==> src/rtl/axis_variable_multi.sv <==
// Change-triggered multi-channel sampler: each input channel that changes is queued
// and offered on one AXI-Stream master, round-robin, with per-channel overrun flags.
module axis_variable_multi #(
   parameter int AXIS_TDATA_WIDTH = 32,
   parameter int CHANNELS         = 4,
   parameter int REFRESH_CYCLES   = 0,
   localparam int CW              = (CHANNELS > 1) ? $clog2(CHANNELS) : 1
) (
   input  logic                                 m_axis_aclk,
   input  logic                                 m_axis_areset,
   input  logic [CHANNELS*AXIS_TDATA_WIDTH-1:0] data_in,
   input  logic [CHANNELS-1:0]                  overrun_clr,
   input  logic                                 m_axis_tready,
   output logic [AXIS_TDATA_WIDTH-1:0]          m_axis_tdata,
   output logic [CW-1:0]                        m_axis_tuser,
   output logic                                 m_axis_tvalid,
   output logic [CHANNELS-1:0]                  overrun
);

   localparam int W = AXIS_TDATA_WIDTH;

   logic [W-1:0]        r_shadow [CHANNELS];
   logic [CHANNELS-1:0] r_pending;
   logic [CHANNELS-1:0] r_overrun;
   logic [CW-1:0]       r_rr_ptr;
   logic [W-1:0]        r_tdata;
   logic [CW-1:0]       r_tuser;
   logic                r_tvalid;

   logic [CHANNELS-1:0] w_change;
   logic [CHANNELS-1:0] w_grant_oh;
   logic [CHANNELS-1:0] w_ovr_set;
   logic                w_free;
   logic                w_grant_vld;
   logic                w_take;
   logic [CW-1:0]       w_grant;
   logic [CW-1:0]       w_rr_next;
   logic                w_refresh;

   assign w_free = !r_tvalid || m_axis_tready;
   assign w_take = w_free && w_grant_vld;

   always_comb begin
      for (int unsigned k = 0; k < CHANNELS; k++) begin
         w_change[k] = (data_in[k*W +: W] != r_shadow[k]);
      end
   end

   // First pending channel at or after rr_ptr, wrapping modulo CHANNELS.
   always_comb begin
      int unsigned w_idx;
      w_grant_vld = 1'b0;
      w_grant     = '0;
      w_idx       = 0;
      for (int unsigned i = 0; i < CHANNELS; i++) begin
         w_idx = 32'(r_rr_ptr) + i;
         if (w_idx >= CHANNELS) begin
            w_idx = w_idx - CHANNELS;
         end
         if (!w_grant_vld && r_pending[w_idx]) begin
            w_grant_vld = 1'b1;
            w_grant     = CW'(w_idx);
         end
      end
   end

   always_comb begin
      for (int unsigned k = 0; k < CHANNELS; k++) begin
         w_grant_oh[k] = w_take && (w_grant == CW'(k));
      end
   end

   assign w_rr_next = (w_grant == CW'(CHANNELS - 1)) ? '0 : w_grant + 1'b1;

   // A change on the channel being granted this edge re-arms pending without counting as overrun.
   assign w_ovr_set = w_change & r_pending & ~w_grant_oh;

   generate
      if (REFRESH_CYCLES > 0) begin : g_refresh
         localparam int RW = (REFRESH_CYCLES > 1) ? $clog2(REFRESH_CYCLES) : 1;
         logic [RW-1:0] r_refresh_cnt;

         assign w_refresh = (r_refresh_cnt == RW'(REFRESH_CYCLES - 1));

         always_ff @(posedge m_axis_aclk or posedge m_axis_areset) begin
            if (m_axis_areset) begin
               r_refresh_cnt <= '0;
            end else if (w_refresh) begin
               r_refresh_cnt <= '0;
            end else begin
               r_refresh_cnt <= r_refresh_cnt + 1'b1;
            end
         end
      end else begin : g_no_refresh
         assign w_refresh = 1'b0;
      end
   endgenerate

   always_ff @(posedge m_axis_aclk or posedge m_axis_areset) begin
      if (m_axis_areset) begin
         for (int unsigned k = 0; k < CHANNELS; k++) begin
            r_shadow[k] <= '0;
         end
         r_pending <= '0;
         r_overrun <= '0;
         r_rr_ptr  <= '0;
         r_tdata   <= '0;
         r_tuser   <= '0;
         r_tvalid  <= 1'b0;
      end else begin
         for (int unsigned k = 0; k < CHANNELS; k++) begin
            r_shadow[k] <= data_in[k*W +: W];
         end
         r_pending <= w_change | (r_pending & ~w_grant_oh) | {CHANNELS{w_refresh}};
         r_overrun <= w_ovr_set | (r_overrun & ~overrun_clr);
         if (w_free) begin
            if (w_grant_vld) begin
               r_tdata  <= r_shadow[w_grant];
               r_tuser  <= w_grant;
               r_tvalid <= 1'b1;
               r_rr_ptr <= w_rr_next;
            end else begin
               r_tvalid <= 1'b0;
            end
         end
      end
   end

   assign m_axis_tdata  = r_tdata;
   assign m_axis_tuser  = r_tuser;
   assign m_axis_tvalid = r_tvalid;
   assign overrun       = r_overrun;

endmodule

==> config.mk <==
export PLATFORM = sky130hd
export DESIGN_NAME = axis_variable_multi
export DESIGN_NICKNAME = d
export VERILOG_FILES = /design/src/rtl/axis_variable_multi.sv
export SDC_FILE = /design/constraint.sdc
export NUM_CORES = 1
export LEC_CHECK = 0
export CAP_MARGIN = 20
export CORE_AREA = 3 3 121 123
export DETAILED_ROUTE_END_ITERATION = 8
export DIE_AREA = 0 0 124 126
export GPL_ROUTABILITY_DRIVEN = 0
export PLACE_DENSITY_LB_ADDON = 0.1
export SYNTH_ARGS = -nofsm -noshare
export SYNTH_HDL_FRONTEND = slang
export SYNTH_SLANG_ARGS = --single-unit
==> constraint.sdc <==
create_clock -name m_axis_aclk -period 13 [get_ports m_axis_aclk]
set_clock_uncertainty 0.2 [all_clocks]
set_input_delay 1.95 -clock m_axis_aclk [delete_from_list [all_inputs] [get_ports m_axis_aclk]]
set_output_delay 1.95 -clock m_axis_aclk [all_outputs]
set_load 0.01 [all_outputs]
# Word level (Yosys, flattened, before mapping)
# Index checks and enable logic that the tools add are counted.
# totals
ff_bits	173
inputBits	135
out_inout_bits	39
wordCells	83
# classes
n_addsub	8
magnitude_cmp	9
eq_ne	7
n_mux	25
bitwise	9
n_reduce_logical	15
# op_table
op	n
$mux 32	6
$lt 32x3->1 const B	4
$ne 32x32->1	4
$bmux 32 s2	1
$and 4x4->4	4
$ge 3x3->1 const B	4
$sub 3x3->4 const B	3
$mux 2	5
$mux 1	9
$bmux 1 s2	4
$logic_and 1x1->1	8
$not 4->4	2
$or 4x4->4	2
$add 2x2->3 const B	2
$eq 2x2->1 const B	2
$logic_not 1->1	4
$sub 2x3->4 const B	1
$add 2x1->3 const B	1
$ge 2x3->1 const B	1
$not 2->3	1
$add 2x1->2 const B	1
$eq 2x1->1 const B	1
$logic_not 2->1	1
$reduce_and 2->1	1
$logic_or 1x1->1	1

# Depth between registers and ports, before layout
# Gate-level depths: netlist of run 1.
# depth
word_depth	19
depth_mapped	9

# Worst setup path after synthesis of run 1
# OpenSTA, ideal clock, no wires.
# synth_path
path_kind	input to register
from	input m_axis_tready
to	register r_tdata[28] (netlist: m_axis_tdata[28])
setup_time_ns	0.139
t_arrival_ns	2.844
required_ns	12.661
path_slack_ns	9.817
cell_stages	6
cell_sequence	nor2b_1 or2_1 buf_2 a21o_2 buf_2 o221ai_1
# synth_between
elab_chain_cells	2
# synth_lines
item	line_no	text
start, declared	13	input logic m_axis_tready,
$logic_or 1x1->1	40	assign w_free = !r_tvalid || m_axis_tready;
$reduce_and 2->1 (no source line)	--	
end signal, assigned	118	r_tdata <= r_shadow[w_grant];
end, declared	26	logic [W-1:0] r_tdata;
# No other way between the ends.
# A chain may end at the register's enable or synchronous reset.

# Worst setup path after layout of run 1
# layout_path
from	input m_axis_tready
to	register r_tdata[31] (netlist: m_axis_tdata[31])
# The elaborated chain is that of the path after synthesis.

==> impl_metrics.json, run 1 <==
{
  "postCtsSetupBuffers": 0,
  "io_pins": 174,
  "totalWireLength_um": 18600,
  "fillers": 1008,
  "tightest_slew_ps": 779,
  "startpoint": "m_axis_tready",
  "dr.pass1.iters": 4,
  "reg2reg_from": "r_rr_ptr[0]",
  "startpoint_type": "input pin",
  "cts_root_buffer": "clkbuf_16",
  "die_w_um": 124,
  "peakVddDrop_mv": 0.111,
  "slowest_stage": "nand3_1",
  "hold_start": "m_axis_tdata[7]",
  "cp.depth": 6,
  "drc": 0,
  "post-route-period-util_pct": 28.6,
  "fmax_mhz": 269,
  "path_clk_slew_ps": 60,
  "ctsHoldBuffers": 0,
  "track_usage_pct": 24.9,
  "cp_max_fo": 19,
  "ant_nets": 0,
  "cpPeakStageDelay_ps": 540,
  "syn_area_mm2": 0.00715,
  "ys_seq_elements": 173,
  "worstHoldPathCells": 2,
  "arrival_ps": 3840,
  "grt_max_degree": 89,
  "power.leakage_nw": 4.22,
  "start_util_pct": 51.9,
  "outcome": "completed",
  "synth_top_cell_by_area": "dfrtp_1",
  "cts_tree": "done",
  "via_per_inst": 5.35,
  "hold_path_class": "flip-flop to flip-flop",
  "path_class": "input pin to flip-flop",
  "coreArea_mm2": 0.0138,
  "io_buffers": 173,
  "slew_viol_final": 0,
  "synthTopCellsByArea": "dfrtp_1, xor2_1, mux2i_1, o221ai_1, nor4_1",
  "worstRegToRegCells": 7,
  "end_kind": "flip-flop",
  "p_per_area_mw_per_mm2": 183,
  "post-route-min-period_ps": 3720,
  "drv_cap": 0,
  "seq_area_frac_synth_pct": 60.6,
  "overflow": 0,
  "finalHoldViolCount": 0,
  "clk_path_buf_depth": 2,
  "rsz0062_at_grt": "no",
  "multi_input_area_mm2": 0.00270,
  "routed-via-count": 4884,
  "cts_made_buffers": 17,
  "critPathTopFamily": "buffers and inverters",
  "nNetsFinal": 857,
  "wl_per_cell_um": 20.4,
  "synthesis.nets": 676,
  "ff_latch_area_mm2": 0.00433,
  "finalSetupTns_ps": 0,
  "hpwl_um": 14200,
  "row_count": 43,
  "setup_viol": 0,
  "worst-endpoint-required_ps": 13120,
  "post_cts_resized": 0,
  "grt_pass1_vias": 5171,
  "drive_gt1_share_pct": 5.05,
  "dieHeight_um": 126,
  "worstPathCellList": "clkdlybuf4s50_1 > nor2b_1 > nor2_1 > nand3_1 > buf_8 > o221ai_1",
  "grt_pass1_wl_um": 28700,
  "clock_latency_ps": 420,
  "area_growth_pct": 35.8,
  "dieArea_mm2": 0.0156,
  "path_buf_inv": 2,
  "cts.sinks": 173,
  "holdWs_ps": 294,
  "ys_types": 32,
  "htree_num_levels": 4,
  "netlist_instances": 540,
  "synth.top_cell.area_share_pct": 60.6,
  "antenna_found_initial": 0,
  "yosysWarnings": 0,
  "n_antenna_cell": 0,
  "drt_iter0_drc": 347,
  "syn_avg_cell_area_um2": 13.2,
  "slew_headroom_pct": 48.1
}
-- per-layer routing --
metal  track usage [%]  vias up  routed length [um]
met1              34.7     2399                8030
li1                  -     2280                   -
met3              5.21       19                1110
met2              40.1      186                9160
met4              6.44        0                 323
met5                 0        -                   0
-- registers in the layout (all words and copies together) (netlist names) --
signal / count
m_axis_tdata: 32
m_axis_tuser: 2
m_axis_tvalid: 1
overrun: 4
r_pending: 4
r_rr_ptr: 2
r_shadow: 128
-- layout by cell type (no fill, tap or decap), types with 2 or more instances in the layout --
cell / instances
buf_16: 2
buf_4: 3
bufinv_16: 4
clkbuf_1: 5
clkbuf_16: 17
clkdlybuf4s50_1: 173
clkinv_2: 4
dfrtp_1: 173
inv_1: 5
mux2i_1: 64
nand2_1: 45
nand4_1: 8
nor2_1: 8
nor2b_1: 3
nor4_1: 33
o21ai_1: 3
o221ai_1: 32
o22ai_1: 4
xor2_1: 128
-- cell type report --
class,instances,area share (%)
Sequential cell,173,44.6
Multi-Input combinational cell,344,27.8
Timing Repair Buffer,179,18.8
Clock buffer,23,4.72
Tap cell,180,2.32
Clock inverter,8,1.44
Inverter,6,0.284
-- path summary, 6_finish.rpt --
kind / endpoint / slack, ps
worst max-delay path: m_axis_tdata[31] / 9280
worst min-delay path: m_axis_tdata[7] / 290
worst max register to register: m_axis_tdata[19] / 9980
worst min register to register: m_axis_tdata[7] / 290
max in group asynchronous: r_shadow[103] / 9600
min in group asynchronous: r_shadow[124] / 1850
-- synth_stat cells (all sizes together) --
cell type and count:
buf 16, o211a 1, nand3 1, or2 1, dfrtp 173, o21ai 4
clkbuf 1, inv 6, o221ai 33, ha 1, nand4 8, a211o 1
nor2b 4, and2 1, nor2 9, a21o 2, nor4 33, o22ai 4
or2b 1, o21bai 1, mux2i 64, and2b 1, o31ai 1, xor2 128
nand2 45
-- metrics by stage --
stage	instances	util [%]	instance area [um2]	total power [mW]	setup slack, ps
after floorplan	540	-	7150	1.00	6160
after global placement	879	65.6	9030	1.25	8360
after detailed placement	880	65.7	9050	1.26	8260
after global routing	913	70.4	9700	1.85	9180
after CTS	911	70.0	9650	1.78	8670
final	913	70.4	9700	1.77	9280
-- power breakdown --
part / total, mW / switching (mW) / internal [mW]
combinational: 0.574 / 0.288 / 0.286
sequential: 0.679 / 0.0619 / 0.617
clock: 0.521 / 0.196 / 0.325
total: 1.77 / 0.546 / 1.23
-- worst register-to-register path: stages, from the launching register on --
cell      delay (ps)
dfrtp_1          420
and2b_1          250
nor2_2            70
o221ai_4         150
buf_4            520
buf_4            640
mux2i_1          430
o221ai_1         200
-- cell families (layout without fill, tap and decap cells) --
| group | Yosys count | after routing | synth area share [%] |
|---|---|---|---|
| AO/OA/AOI/OAI | 47 | 47 | 5.46 |
| XOR/XNOR | 128 | 128 | 15.7 |
| adder cells (fa/ha/maj) | 1 | 1 | 0.175 |
| buffers and inverters | 23 | 216 | 1.82 |
| flip-flops | 173 | 173 | 60.6 |
| multiplexers | 64 | 64 | 8.97 |
| AND/OR/NAND/NOR | 104 | 104 | 7.30 |
No activity file was read; power rests on OpenSTA's default activity.
==> run 2, diff against run 1 <==
Settings changed: CORE_AREA 3 3 121 123 to 3 3 131 133, DIE_AREA 0 0 124 126 to 0 0 134 136.
Clock period 13 ns to 3.3 ns, I/O delays scaled along.
==> run 2 against run 1 <==
Net effect:
- design area increased by 0.27%
- critical path depth unchanged
- register-to-register slack got worse by 9000 ps
- routed wire length increased by 5.1%
- combinational power increased to 4.0 times the previous value
- global-route usage decreased by 2.8 points
- power increased to 3.9 times the previous value
- sequential cell count unchanged
- critical endpoint is now m_axis_tdata[29]
- highest routed layer unchanged
==> impl_metrics.json, run 2 (same netlist as run 1, synthesis figures left out) <==
{
  "via_per_inst": 5.19,
  "path_class": "flip-flop to flip-flop",
  "reg2reg_from": "r_rr_ptr[0]",
  "track_usage_pct": 22.1,
  "totalWireLength_um": 19600,
  "postCtsSetupBuffers": 0,
  "power.leakage_nw": 4.21,
  "power.total_mw": 6.98,
  "cts_made_buffers": 17,
  "clk_path_buf_depth": 2,
  "routed-via-count": 4917,
  "use_met3_pct": 5.29,
  "drive_gt1_share_pct": 5.19,
  "nNetsFinal": 857,
  "grt_busiest_layer": "met2",
  "ctsHoldBuffers": 0,
  "largest_reg_flops": 128,
  "setup_viol": 0,
  "dieHeight_um": 136,
  "wl_per_cell_um": 20.6,
  "start_util_pct": 44.8,
  "fmax_mhz": 439,
  "die_w_um": 134,
  "grt_max_degree": 103,
  "drt_iter0_drc": 312,
  "final_cell_mix": "clkdlybuf4s50_1, dfrtp_1, xor2_1",
  "dieArea_mm2": 0.0182,
  "peakVddDrop_mv": 0.601,
  "finalSetupTns_ps": 0,
  "coreArea_mm2": 0.0159,
  "arrival_ps": 2350,
  "finalHoldViolCount": 0,
  "reg2reg_setup_slack_ps": 1020,
  "slew_headroom_pct": 59.1,
  "grt_pass1_wl_um": 29800,
  "fillers": 1294,
  "startpoint": "r_rr_ptr[0]",
  "clock_latency_ps": 430,
  "largest_register": "r_shadow",
  "p_per_area_mw_per_mm2": 717,
  "worst-endpoint-required_ps": 3370,
  "io_buffers": 173,
  "cts_root_buffer": "clkbuf_16",
  "cts.sinks": 173,
  "rsz0062_at_grt": "no",
  "drc": 0,
  "htree_num_levels": 4,
  "post-route-period-util_pct": 69.0,
  "slew_viol_final": 0,
  "tightest_slew_ps": 613,
  "cts_tree": "done",
  "outcome": "completed",
  "dr.pass1.iters": 5,
  "cp_max_fo": 23,
  "antenna_found_initial": 0,
  "startpoint_type": "flip-flop",
  "post_cts_resized": 0,
  "hold_path_class": "flip-flop to flip-flop",
  "grt_pass1_vias": 5258,
  "end_kind": "flip-flop",
  "worstHoldPathCells": 1,
  "ant_nets": 0,
  "area_growth_pct": 36.1,
  "path_clk_slew_ps": 60,
  "grtUsageMet1_pct": 30.5,
  "worstRegToRegCells": 6,
  "hpwl_um": 15000,
  "overflow": 0,
  "row_count": 46,
  "n_antenna_cell": 0,
  "drv_cap": 0,
  "use_met2_pct": 35.2,
  "hold_start": "m_axis_tuser[0]",
  "io_pins": 174,
  "post-route-min-period_ps": 2280
}
[run 2: changes by cell type in the layout (fill, tap and decap cells not counted), sizes merged]
cell and change:
bufinv -1, clkinv -1, clkinvlp +2, inv -1
[run 2: layout make-up]
cell class / instances / area (um2) / area share [%]
inverter: 6 / 26.3 / 0.270
clock inverter: 7 / 113 / 1.16
timing repair buffer: 179 / 1810 / 18.6
multi-input combinational: 344 / 2700 / 27.7
tap: 216 / 270 / 2.78
sequential: 173 / 4330 / 44.5
clock buffer: 23 / 478 / 4.91
[run 2: worst max-delay path: stages (launching register included)]
cell	delay, ps
dfrtp_1	420
and2b_1	270
nor2_2	80
o221ai_4	200
buf_4	420
mux2i_1	390
o221ai_1	150
[run 2: final timing paths]
path | end
worst max-delay path | m_axis_tdata[29]
worst max register to register | m_axis_tdata[29]
worst min-delay path | m_axis_tuser[0]
min in group asynchronous | overrun[1]
max in group asynchronous | m_axis_tdata[7]
worst min register to register | m_axis_tuser[0]
[run 2: per-stage QoR]
step	instances	worst slack (ps)	cell area (um2)	util, %	hold slack [ps]
3_5_place_dp	918	822	9140	57.3	276
6_report	948	1020	9730	61.0	282
2_1_floorplan	540	394	7150	-	301
5_1_grt	948	915	9730	61.0	313
4_1_cts	948	998	9730	61.0	289
3_3_place_gp	918	860	9140	57.3	263
[run 2: report_power, final]
group / switching, mW / internal (mW)
Clock: 0.785 / 1.24
Sequential: 0.239 / 2.43
Combinational: 1.15 / 1.14
Total: 2.17 / 4.81
[run 2: routing by layer]
layer	part of all wire, %	vias to the layer above
li1	-	2268
met1	44	2441
met2	48	190
met3	6.0	18
met4	1.8	0
met5	0	-
==> run 3, diff against run 2 <==
Clock period 3.3 ns to 1.8 ns, I/O delays scaled along.
==> run 3 against run 2 <==
Net effect:
- the flow now finishes with violations (setup timing)
- setup slack worse by 1400 ps
- clock-buffer cell count fell by 1
- largest cell class unchanged
- non-clock buffer count rose by 73
- register-to-register slack worse by 1400 ps
- clock power grew 78%
- via count is 7.7% higher
- highest routed layer unchanged
- cell count up 7.8%
==> impl_metrics.json, run 3 (same netlist as run 1, synthesis figures left out) <==
{
  "ff_latch_area_mm2": 0.00433,
  "rsz0062_at_grt": "yes",
  "fmax_mhz": 463,
  "grt_pass1_wl_um": 32400,
  "outcome": "finished with violations",
  "post-route-period-util_pct": 120,
  "peakVddDrop_mv": 0.907,
  "grt_pass1_vias": 5607,
  "cts_made_buffers": 17,
  "htree_num_levels": 4,
  "cts_root_buffer": "clkbuf_16",
  "via_per_inst": 5.18,
  "n_antenna_cell": 0,
  "clock_latency_ps": 420,
  "routed-via-count": 5298,
  "pre_cts_slack_ps": -468,
  "dieHeight_um": 136,
  "grt_max_degree": 57,
  "row_count": 46,
  "antenna_found_initial": 0,
  "drv_cap": 0,
  "start_util_pct": 44.8,
  "multi_input_area_mm2": 0.00331,
  "cts.sinks": 173,
  "dr.pass1.iters": 4,
  "holdWs_ps": 109,
  "drive_gt1_share_pct": 23.9,
  "largest_register": "r_shadow",
  "tightest_slew_ps": 521,
  "totalWireLength_um": 21800,
  "p_per_area_mw_per_mm2": 1420,
  "cts_tree": "done",
  "crit_top_cell": "buf_12",
  "overflow": 0,
  "slew_viol_final": 0,
  "cp_max_fo": 5,
  "power.leakage_nw": 4.83,
  "largest_reg_flops": 128,
  "io_pins": 174,
  "dpl-instance-area_mm2": 0.00957,
  "dieArea_mm2": 0.0182,
  "slowest_stage": "dfrtp_2",
  "post-route-min-period_ps": 2160,
  "coreArea_mm2": 0.0159,
  "wl_per_cell_um": 21.3,
  "setup_ws_ps": -360,
  "ctsHoldBuffers": 0,
  "fin_util_pct": 70.0,
  "setup_viol": 44,
  "path_class": "flip-flop to flip-flop",
  "power.total_mw": 15.9,
  "drt_iter0_drc": 267,
  "fillers": 1144,
  "slew_headroom_pct": 64.9,
  "violations": "setup timing",
  "startpoint_type": "flip-flop",
  "hpwl_um": 15800,
  "finalHoldViolCount": 0,
  "io_buffers": 173,
  "final_common_cell": "dfrtp_1",
  "clk_path_buf_depth": 2,
  "final_cell_area_mm2": 0.0112,
  "worstPathCellList": "and2b_2 > nor2_4 > o221ai_4 > buf_6 > buf_12 > buf_12 > buf_4 > mux2i_2 > o221ai_1",
  "area_growth_pct": 56.1,
  "track_usage_pct": 23.9,
  "final_cell_mix": "dfrtp_1, clkdlybuf4s50_1, xor2_1",
  "ant_nets": 0,
  "worstRegToRegCells": 9,
  "cpPeakStageDelay_ps": 450,
  "end_kind": "flip-flop",
  "arrival_ps": 2250,
  "hold_path_class": "input pin to asynchronous set/reset pin",
  "drc": 0,
  "worst-endpoint-required_ps": 1890,
  "nNetsFinal": 930,
  "die_w_um": 134,
  "path_clk_slew_ps": 60
}
[run 3: changes by cell type in the layout (fill, tap and decap cells not counted), moves of 9 or more]
cell | previous run | this run
buf_4 | 3 | 43
mux2i_2 | 0 | 19
o221ai_2 | 0 | 14
o221ai_1 | 32 | 18
dlymetal6s2s_1 | 0 | 9
clkdlybuf4s50_1 | 173 | 134
buf_6 | 0 | 15
dlygate4sd2_1 | 0 | 30
mux2i_1 | 64 | 20
mux2i_4 | 0 | 25
buf_12 | 3 | 17
[run 3: routing by layer]
metal | part of all wire [%] | GRT usage [%] | vias to the layer above
met2 | 51 | 39.7 | 175
met1 | 42 | 31.8 | 2671
met3 | 5.7 | 5.96 | 22
li1 | - | - | 2430
met5 | 0 | 0 | -
met4 | 1.4 | 6.40 | 0
[run 3: path summary, 6_finish.rpt]
check / slack, ps / from / endpoint
max: -360 / r_pending[0] / m_axis_tdata[6]
min: 110 / m_axis_areset / r_shadow[126]
max reg2reg: -360 / r_pending[0] / m_axis_tdata[6]
min reg2reg: 280 / m_axis_tdata[30] / m_axis_tdata[30]
max in group asynchronous: 870 / m_axis_areset / r_shadow[23]
min in group m_axis_aclk: 130 / data_in[124] / r_shadow[28]
[run 3: cell type report]
type / instances / share of cell area (%)
flip-flops and latches: 173 / 38.8
repair buffers: 252 / 23.6
multi-input cells: 344 / 29.7
inverters: 6 / 0.280
clock inverters: 9 / 0.998
well taps: 216 / 2.42
clock buffers: 22 / 4.16
[run 3: metrics by stage]
stage	TNS, ps	cells
after floorplan	-152590	540
after global placement	-10650	963
after detailed placement	-11920	963
after CTS	-11230	1014
after global routing	-14340	1022
final	-12080	1022
[run 3: where the power goes]
| group | internal, mW | total, mW | leakage [nW] | switching [mW] |
|---|---|---|---|---|
| clock | 2.11 | 3.60 | 0.277 | 1.48 |
| combinational | 4.25 | 7.36 | 2.54 | 3.12 |
| sequential | 4.45 | 4.91 | 2.01 | 0.461 |
[run 3: worst max-delay path: cells and delay by family, from the launching register on]
| family | cells | cell delay (ps) |
|---|---|---|
| flops | 1 | 450 |
| mux | 1 | 190 |
| buf+inv | 4 | 570 |
| simple gates | 2 | 360 |
| compound gates | 2 | 280 |
[run 3: timing repair]
| action | 4_1_cts | 5_1_grt |
|---|---|---|
| setup buffers | 18 | 13 |
| cloned | 2 | 1 |
| resized for setup | 98 | 83 |
| endpoints found under the setup margin | 74 | 53 |
| pin swaps | 2 | 12 |
